<file path="config.mk">
export PLATFORM = sky130hd
export DESIGN_NAME = mem_bus_arbiter_flat
export DESIGN_NICKNAME = d
export VERILOG_FILES = /design/src/rtl/mem_bus_arbiter_if.sv /design/src/rtl/mem_bus_arbiter.sv /design/src/flat_wrapper.sv
export SDC_FILE = /design/constraint.sdc
export NUM_CORES = 1
export LEC_CHECK = 0
export ABC_AREA = 1
export BUFFER_PORTS_ARGS = -buffer_cell sky130_fd_sc_hd__buf_2
export CAP_MARGIN = 10
export CORE_AREA = 2 2 186 188
export CTS_CLUSTER_SIZE = 10
export DETAILED_ROUTE_END_ITERATION = 7
export DIE_AREA = 0 0 188 190
export HOLD_SLACK_MARGIN = 0.05
export PLACE_DENSITY_LB_ADDON = 0.3
export SYNTH_ARGS = -nofsm -noshare
export SYNTH_HDL_FRONTEND = slang
export SYNTH_SLANG_ARGS = --single-unit
</file>
<file path="constraint.sdc">
create_clock -name clock -period 2 [get_ports clock]
set_input_delay 0.3 -clock clock [delete_from_list [all_inputs] [get_ports clock]]
set_output_delay 0.3 -clock clock [all_outputs]
set_load 0.01 [all_outputs]
</file>
<file path="src/rtl/mem_bus_arbiter_if.sv">
// mem_bus_arbiter_if: icache/dcache request side and memory side of the shared memory bus.
interface mem_bus_arbiter_if;
    logic [1:0]  Imem_command;
    logic [63:0] Imem_addr;
    logic [1:0]  Dmem_command;
    logic [63:0] Dmem_addr;
    logic [63:0] Dmem_data;
    logic [3:0]  mem2proc_response;
    logic [63:0] mem2proc_data;
    logic [3:0]  mem2proc_tag;
    logic [1:0]  proc2mem_command;
    logic [63:0] proc2mem_addr;
    logic [63:0] proc2mem_data;
    logic [3:0]  Imem2proc_response;
    logic [3:0]  Dmem2proc_response;
    logic [3:0]  Imem2proc_tag;
    logic [3:0]  Dmem2proc_tag;
    logic [63:0] mem2proc_data_out;
    logic        grant_d;

    modport slave (
        input  Imem_command, Imem_addr, Dmem_command, Dmem_addr, Dmem_data,
               mem2proc_response, mem2proc_data, mem2proc_tag,
        output proc2mem_command, proc2mem_addr, proc2mem_data,
               Imem2proc_response, Dmem2proc_response, Imem2proc_tag, Dmem2proc_tag,
               mem2proc_data_out, grant_d
    );

    modport master (
        output Imem_command, Imem_addr, Dmem_command, Dmem_addr, Dmem_data,
               mem2proc_response, mem2proc_data, mem2proc_tag,
        input  proc2mem_command, proc2mem_addr, proc2mem_data,
               Imem2proc_response, Dmem2proc_response, Imem2proc_tag, Dmem2proc_tag,
               mem2proc_data_out, grant_d
    );
endinterface

</file>
<file path="src/rtl/mem_bus_arbiter.sv">
// mem_bus_arbiter: dcache-priority memory bus arbiter with tag-owner tracking for returns.
// Define MEM_ARB_STARVE_EN to let a starved icache win after STARVE_LIMIT lost cycles.
module mem_bus_arbiter #(
    parameter int STARVE_LIMIT = 4
) (
    input logic             clock,
    input logic             reset,
    mem_bus_arbiter_if.slave bus
);
    logic        i_valid, d_valid, d_win, i_win, starve;
    logic        accept_load, ret_hit;
    logic [15:0] owner_valid, owner_d;

    if (STARVE_LIMIT < 1 || STARVE_LIMIT > 15) begin : g_bad_limit
        $error("STARVE_LIMIT must be within 1..15");
    end

    assign i_valid = bus.Imem_command == 2'd1;
    assign d_valid = bus.Dmem_command == 2'd1 || bus.Dmem_command == 2'd2;
    assign d_win   = d_valid && !starve;
    assign i_win   = i_valid && !d_win;

`ifdef MEM_ARB_STARVE_EN
    logic [3:0] starve_cnt;
    assign starve = i_valid && starve_cnt >= 4'(STARVE_LIMIT);
    always_ff @(posedge clock or negedge reset)
        if (!reset)
            starve_cnt <= '0;
        else
            starve_cnt <= (i_valid && !i_win) ? (starve_cnt == 4'hF ? starve_cnt : starve_cnt + 4'd1) : '0;
`else
    assign starve = 1'b0;
`endif

    assign bus.grant_d            = d_win;
    assign bus.proc2mem_command   = d_win ? bus.Dmem_command : i_win ? 2'd1 : 2'd0;
    assign bus.proc2mem_addr      = d_win ? bus.Dmem_addr : i_win ? bus.Imem_addr : 64'd0;
    assign bus.proc2mem_data      = d_win ? bus.Dmem_data : 64'd0;
    assign bus.Dmem2proc_response = d_win ? bus.mem2proc_response : 4'd0;
    assign bus.Imem2proc_response = i_win ? bus.mem2proc_response : 4'd0;
    assign bus.mem2proc_data_out  = bus.mem2proc_data;

    // Returns are routed only for tags we recorded; unknown tags are dropped.
    assign ret_hit           = bus.mem2proc_tag != 4'd0 && owner_valid[bus.mem2proc_tag];
    assign bus.Dmem2proc_tag = (ret_hit && owner_d[bus.mem2proc_tag]) ? bus.mem2proc_tag : 4'd0;
    assign bus.Imem2proc_tag = (ret_hit && !owner_d[bus.mem2proc_tag]) ? bus.mem2proc_tag : 4'd0;

    assign accept_load = bus.mem2proc_response != 4'd0 && (d_win ? bus.Dmem_command == 2'd1 : i_win);

    // The accept update is written last so a same-cycle re-accept overrides the return clear.
    always_ff @(posedge clock or negedge reset)
        if (!reset) begin
            owner_valid <= '0;
            owner_d     <= '0;
        end else begin
            if (ret_hit)
                owner_valid[bus.mem2proc_tag] <= 1'b0;
            if (accept_load) begin
                owner_valid[bus.mem2proc_response] <= 1'b1;
                owner_d[bus.mem2proc_response]     <= d_win;
            end
        end
endmodule
</file>
<file path="src/flat_wrapper.sv">
// flat-port wrapper written by rule: the top's interface ports become plain ports
module mem_bus_arbiter_flat 
#(
    parameter int STARVE_LIMIT = 4
)
  (clock, reset, bus_Imem_command, bus_Imem_addr, bus_Dmem_command, bus_Dmem_addr, bus_Dmem_data, bus_mem2proc_response, bus_mem2proc_data, bus_mem2proc_tag, bus_proc2mem_command, bus_proc2mem_addr, bus_proc2mem_data, bus_Imem2proc_response, bus_Dmem2proc_response, bus_Imem2proc_tag, bus_Dmem2proc_tag, bus_mem2proc_data_out, bus_grant_d);
  mem_bus_arbiter_if bus_i ();
  input logic clock;
  input logic reset;
  input wire logic [$bits(bus_i.Imem_command)-1:0] bus_Imem_command;
  input wire logic [$bits(bus_i.Imem_addr)-1:0] bus_Imem_addr;
  input wire logic [$bits(bus_i.Dmem_command)-1:0] bus_Dmem_command;
  input wire logic [$bits(bus_i.Dmem_addr)-1:0] bus_Dmem_addr;
  input wire logic [$bits(bus_i.Dmem_data)-1:0] bus_Dmem_data;
  input wire logic [$bits(bus_i.mem2proc_response)-1:0] bus_mem2proc_response;
  input wire logic [$bits(bus_i.mem2proc_data)-1:0] bus_mem2proc_data;
  input wire logic [$bits(bus_i.mem2proc_tag)-1:0] bus_mem2proc_tag;
  output wire logic [$bits(bus_i.proc2mem_command)-1:0] bus_proc2mem_command;
  output wire logic [$bits(bus_i.proc2mem_addr)-1:0] bus_proc2mem_addr;
  output wire logic [$bits(bus_i.proc2mem_data)-1:0] bus_proc2mem_data;
  output wire logic [$bits(bus_i.Imem2proc_response)-1:0] bus_Imem2proc_response;
  output wire logic [$bits(bus_i.Dmem2proc_response)-1:0] bus_Dmem2proc_response;
  output wire logic [$bits(bus_i.Imem2proc_tag)-1:0] bus_Imem2proc_tag;
  output wire logic [$bits(bus_i.Dmem2proc_tag)-1:0] bus_Dmem2proc_tag;
  output wire logic [$bits(bus_i.mem2proc_data_out)-1:0] bus_mem2proc_data_out;
  output wire logic [$bits(bus_i.grant_d)-1:0] bus_grant_d;
  assign bus_i.Imem_command = bus_Imem_command;
  assign bus_i.Imem_addr = bus_Imem_addr;
  assign bus_i.Dmem_command = bus_Dmem_command;
  assign bus_i.Dmem_addr = bus_Dmem_addr;
  assign bus_i.Dmem_data = bus_Dmem_data;
  assign bus_i.mem2proc_response = bus_mem2proc_response;
  assign bus_i.mem2proc_data = bus_mem2proc_data;
  assign bus_i.mem2proc_tag = bus_mem2proc_tag;
  assign bus_proc2mem_command = bus_i.proc2mem_command;
  assign bus_proc2mem_addr = bus_i.proc2mem_addr;
  assign bus_proc2mem_data = bus_i.proc2mem_data;
  assign bus_Imem2proc_response = bus_i.Imem2proc_response;
  assign bus_Dmem2proc_response = bus_i.Dmem2proc_response;
  assign bus_Imem2proc_tag = bus_i.Imem2proc_tag;
  assign bus_Dmem2proc_tag = bus_i.Dmem2proc_tag;
  assign bus_mem2proc_data_out = bus_i.mem2proc_data_out;
  assign bus_grant_d = bus_i.grant_d;
  mem_bus_arbiter #(.STARVE_LIMIT(STARVE_LIMIT)) u_core (.clock(clock), .reset(reset), .bus(bus_i));
endmodule
</file>
==> results of run 1 <==
==> what timing repair did <==
action,in CTS,in global routing
gates resized for setup,2,15
pin swaps,0,6
setup buffers,0,3
setup endpoints to repair,7,11
cloned,0,3
hold buffers,0,0
==> path summary, 6_finish.rpt <==
path | depth (start not counted) | from | slack (ns) | endpoint
hold / removal | 1 | reset | 0.10 | u_core.owner_valid[13]$_DFF_PN0_
hold reg to reg | 0 | flop | 0.38 | flop
setup / recovery | 8 | bus_Dmem_command[1] | 0.03 | bus_proc2mem_addr[4]
max in group asynchronous | 1 | reset | 1.38 | u_core.owner_valid[1]$_DFF_PN0_
setup reg to reg | 2 | u_core.owner_valid[10]$_DFF_PN0_ | 1.27 | u_core.owner_valid[10]$_DFF_PN0_
min in group clock | 0 | flop | 0.38 | flop
==> worst max-delay path, cell delays in order <==
cell,delay (ns)
buf_2,0.13
ha_4,0.29
nand2_4,0.05
nor2_4,0.25
buf_12,0.15
clkbuf_16,0.15
a22o_1,0.19
buf_2,0.16
==> routing by layer <==
metal / global-route usage [%] / wire, um
met1: 17.4 / 11000
met2: 21.3 / 11900
met3: 5.76 / 2780
met4: 1.33 / 278
met5: 0 / 88
==> synthesized netlist by cell type <==
master      n  area share, %
buf_12      1           0.58
nand2_2     7            1.3
o21ai_1     8            1.2
buf_1       1           0.11
nand3_2     2           0.58
buf_4      64             14
clkbuf_8    2           0.80
nand2_1   119             13
ha_1        2           0.72
dfrtp_1    32             23
clkbuf_1   17            1.8
a21oi_1     1           0.14
nand3_1     4           0.58
nor2_1     91            9.9
buf_6       1           0.33
a22o_1     64             16
nor3_2      2           0.58
inv_2       2           0.22
inv_1      87            9.4
buf_2       8            1.2
o21ai_0    26            3.8
o31ai_1     3           0.65
==> through the flow <==
stage | instance area [um2] | power, mW | util [%] | setup WS, ns
final | 5720 | 3.19 | 16.8 | 0.0337
after global routing | 5720 | 3.40 | 16.8 | 0.0170
after CTS | 5540 | 3.18 | 16.3 | 0.0661
after detailed placement | 5360 | 2.31 | 15.8 | -0.0258
after global placement | 5360 | 2.31 | 15.8 | 0.0169
after floorplan | 3460 | 1.66 | - | 0.277
==> flip-flops by register name, summed over array words and instances (netlist names), named ones only <==
register and cells:
u_core.owner_valid 15, u_core.owner_d 16
==> cell usage in the layout, fill, tap and decap left out, drive strengths merged <==
cell type and n:
buf 376, o31ai 3, clkbuf 8, o21ai 34
inv 89, a22o 64, diode 1, clkinv 1
nand3 6, dfrtp 32, nor2 91, bufinv 1
nand2 126, a21oi 1, ha 2, nor3 2
==> cell families (layout without fill, tap and decap cells) <==
logic type                 after synthesis  after routing  share of synthesized area, %
and+or+nand+nor                        225            225                          25.8
other                                    0              1                             0
AOI/OAI and AO/OA                      102            102                          21.9
buffers and inverters                  183            475                          28.4
adders and majority gates                2              2                         0.724
DFF                                     32             32                          23.2
==> power groups by stage <==
stage	Combinational, mW	Sequential (mW)	Clock (mW)
detailed placement	1.46	0.848	0
global placement	1.46	0.847	0
finish	1.51	0.836	0.853
floorplan	0.831	0.829	0
global route	1.65	0.854	0.901
CTS	1.47	0.836	0.873
==> cell type report <==
class	instances	area share, %
antenna	1	0.0438
clock buffer	6	2.25
clock inverter	2	0.613
inverter	89	5.84
multi-input combinational	329	30.2
sequential	32	14.0
tap	455	9.96
timing repair buffer	378	37.0
==> metrics.txt, run 1 <==
dpl cells 1,277; achievable frequency between 500 and 600 MHz; clk slew on worst S/H paths 0.05 ns; Die Area 35,700 um2; Net Sw Power 1.19 mW; outcome complete, no violations; Tcrit/Tclk final 98.3%; Ports 481; Site Rows 68; Num CTS Buffers 5; H-tree depth 2; WHS 0.103 ns; Syn. warnings 0; DRC Markers 0; WL/cell 20.2 um; sw frac 37.4%; pwr/cell area 559 nW/um2; final worst path period need 1.97 ns; Gate power share 47.1%; TNS Setup 0 ns; number of synthesized register bits 32; crit end category output pin; Die H between 150 and 200 um; Max-slew headroom 47.5%; FF/Latch Area about 800 um2; Max clock buf depth 2; register area share after synthesis 23.2%; Clk Latency, worst-skew pair around 0.27 ns; Worst-Margin Slew between 0.7 and 0.8 ns; RSZ-0062 raised after global routing no; maximum VDD drop 0.395 mV; fin nets 1,107; crit path launch type primary input; Synth Cell Area 3460 um2; Critical Path AT 1.67 ns; final setup fails 0; CTS Sinks 32; dpl hpwl 23,000 um; port buffer count 352; Global Route Usage Sum around 13%; DIE WIDTH approximately 190 um; WS Path Type in2out; Pleak 3.48 nW; first-pass GRT wire length between 30,000 and 40,000 um; final WL between 20,000 and 30,000 um; Antenna Nets Post-Route 0; Mapped Nets about 820; total number of vias around 4,600; vias in the first global route 4,286; Final Hold Viols 0; Worst Skew 0 ns; Area Overhead vs Synth 65.4%; routability cong. 0.802; synthesized area per cell about 6.4 um2; core area 33,900 um2; max-slew violation total from the final report 0; hold crit path type in2async; WP data required 1.70 ns; Max-Cap Viols 0; drt initial violations 321; internal power 2.00 mW; Synth cell types 22; Reg power frac a little over a quarter; Non-Filler Instances 1,292; GRT overflow 0; Initial Util 10.2%; Crit Path Max Fanout 8; Post-Synthesis Cells 544; First-pass DRT Iterations 5; initial antenna violation count 8; share of layout cells above drive strength 1 48.7%; # fillers 4,033; footprint of the multi-input gates 1730 um2; Vias/cell ~3.5; CTS root buf clkbuf_16; clock power share 26.7%; CTS tree built; largest net degree at the start of global routing 67
No activity file was read; power rests on OpenSTA's default activity.
==> inputs of run 2 (changes only) <==
- CORE_AREA: 2 2 186 188 -> 4 4 182 184
- DIE_AREA: 0 0 188 190 -> 0 0 186 188
- clock period: 2 -> 1.85 ns (I/O delays scaled with it)
==> metrics.txt, run 2 (synthesis gave the netlist of run 1 again) <==
CTS Sinks 32 (unchanged); commonest non-fill, non-tap cell in the layout buf_2; dpl hpwl 23,800 um (+3.5%); final worst path period need 1.80 ns; total number of vias 4,608 (+0.83%); maximum VDD drop 0.326 mV (-18%); hold crit path type in2async; fin nets 1,107 (unchanged); DIE WIDTH 186 um (-1.1%); vias in the first global route 4,629 (+8.0%); Site Rows 65 (-4.4%); clk slew on worst S/H paths 0.05 ns (about the same); Critical Path AT 1.52 ns (-0.15 ns); Worst Skew 0 ns (unchanged); final setup fails 0 (unchanged); outcome complete, no violations; First-pass DRT Iterations 4 (-1); most frequent cells in the layout buf_2 (344), nand2_1 (112), nor2_1 (86), inv_1 (83), a22o_1 (54); DRC Markers 0 (unchanged); Setup WS pre-CTS -0.129 ns (-0.103 ns); Worst-Margin Slew 0.763 ns (-0.0245 ns); Die Area 35,000 um2 (-2.1%); crit path launch type flop; TNS Setup 0 ns (unchanged); max-slew violation total from the final report 0 (unchanged); Ports 481 (unchanged); pwr/cell area 595 nW/um2 (+6.4%); port buffer count 352 (unchanged); Initial Util 11.0% (+0.83 points); initial antenna violation count 3 (-5); final WL 26,900 um (+3.1%); RSZ-0062 raised after global routing yes; WP data required 1.57 ns (-0.13 ns); Pleak 3.51 nW (+0.92%); Clk Latency, worst-skew pair 0.27 ns (about the same); share of layout cells above drive strength 1 50.7% (+2.0 points); Vias/cell 3.72 (+5.1%); CTS root buf clkbuf_16; crit end category output pin; Crit Path Max Fanout 4 (-4); CTS tree built; WHS 0.0748 ns (-0.0286 ns); Global Route Usage Sum 14.5% (+1.1 points); WS Path Type reg2out; Num CTS Buffers 5 (unchanged); largest register by flop count u_core.owner_d; Final Hold Viols 0 (unchanged); Die H 188 um (-1.1%); Area Overhead vs Synth 67.3%; Setup WS post-layout 0.0484 ns (+0.0146 ns); Max clock buf depth 2 (unchanged); H-tree depth 2 (unchanged); Tcrit/Tclk final a little over nine tenths; top flop regs u_core.owner_d: 16 flops, u_core.owner_valid: 15 flops; largest net degree at the start of global routing 66 (-1.5%); core area 31,400 um2 (-7.5%); Largest register FFs 16 (unchanged); Antenna Nets Post-Route 0 (unchanged); GRT overflow 0 (unchanged); drt initial violations 183 (-43%); routability cong. 0.845 (+5.3%); achievable frequency around 560 MHz; WL/cell 21.7 um (+7.5%); first-pass GRT wire length 36,200 um (+7.6%); Max-Cap Viols 0 (unchanged); Max-slew headroom 49.1% (+1.6 points); hold_buf cts 0 (unchanged)
run 2: cell type report:
| type | instances | area, um2 |
|---|---|---|
| Antenna cell | 1 | 2.50 |
| Clock buffer | 8 | 146 |
| Fill cell | 3679 | 25600 |
| Inverter | 89 | 344 |
| Multi-Input combinational cell | 329 | 1830 |
| Sequential cell | 32 | 801 |
| Tap cell | 402 | 503 |
| Timing Repair Buffer | 378 | 2160 |
run 2: stage by stage:
stage / utilization, % / instance area [um2] / instances / total power [mW]
3_3_place_gp: 16.9 / 5290 / 1223 / 2.53
4_1_cts: 18.1 / 5670 / 1236 / 3.44
3_5_place_dp: 16.9 / 5290 / 1223 / 2.53
6_report: 18.4 / 5780 / 1239 / 3.44
5_1_grt: 18.4 / 5780 / 1238 / 3.65
2_1_floorplan: - / 3460 / 544 / 1.79
run 2: worst max-delay path, cell delays in order (launching register included):
cell and delay, ns:
dfrtp_1 0.39, nand2_1 0.08, nand2_1 0.05, nand2_1 0.07, nand2_2 0.07, nand2_2 0.06
nand2_2 0.05, nor2_2 0.10, nand3_2 0.10, nor2_1 0.12, buf_2 0.15
run 2: final timing paths:
path	cells after the start	end	from	slack [ns]
worst min register to register	0	u_core.owner_d[0]$_DFFE_PN0P_	u_core.owner_d[0]$_DFFE_PN0P_	0.37
worst min-delay path	1	u_core.owner_valid[10]$_DFF_PN0_	reset	0.07
max in group asynchronous	1	u_core.owner_valid[14]$_DFF_PN0_	reset	1.28
worst max-delay path	10	bus_Imem2proc_tag[1]	u_core.owner_d[8]$_DFFE_PN0P_	0.05
min in group clock	0	u_core.owner_d[0]$_DFFE_PN0P_	u_core.owner_d[0]$_DFFE_PN0P_	0.37
worst max register to register	3	u_core.owner_d[13]$_DFFE_PN0P_	u_core.owner_d[13]$_DFFE_PN0P_	1.10
run 2: power by group:
group / leakage (nW) / internal (mW) / switching (mW)
Combinational: 3.02 / 0.734 / 0.979
Sequential: 0.422 / 0.834 / 0.0709
Clock: 0.0712 / 0.536 / 0.284
Total: 3.51 / 2.11 / 1.33
run 2: routing by layer:
metal	GRT usage, %	vias to the layer above	part of all wire [%]	wire [um]
li1	-	2221	-	-
met1	20.2	2132	45	12100
met2	22.7	245	46	12300
met3	5.02	8	8.7	2350
met4	0.757	2	0.29	78
met5	0	-	0.048	13
run 2: what timing repair did:
| item | 4_1_cts | 5_1_grt |
|---|---|---|
| cloned | 3 | 0 |
| setup endpoints to repair | 42 | 42 |
| setup buffers | 2 | 2 |
| pin swaps | 6 | 10 |
| resized for setup | 24 | 24 |
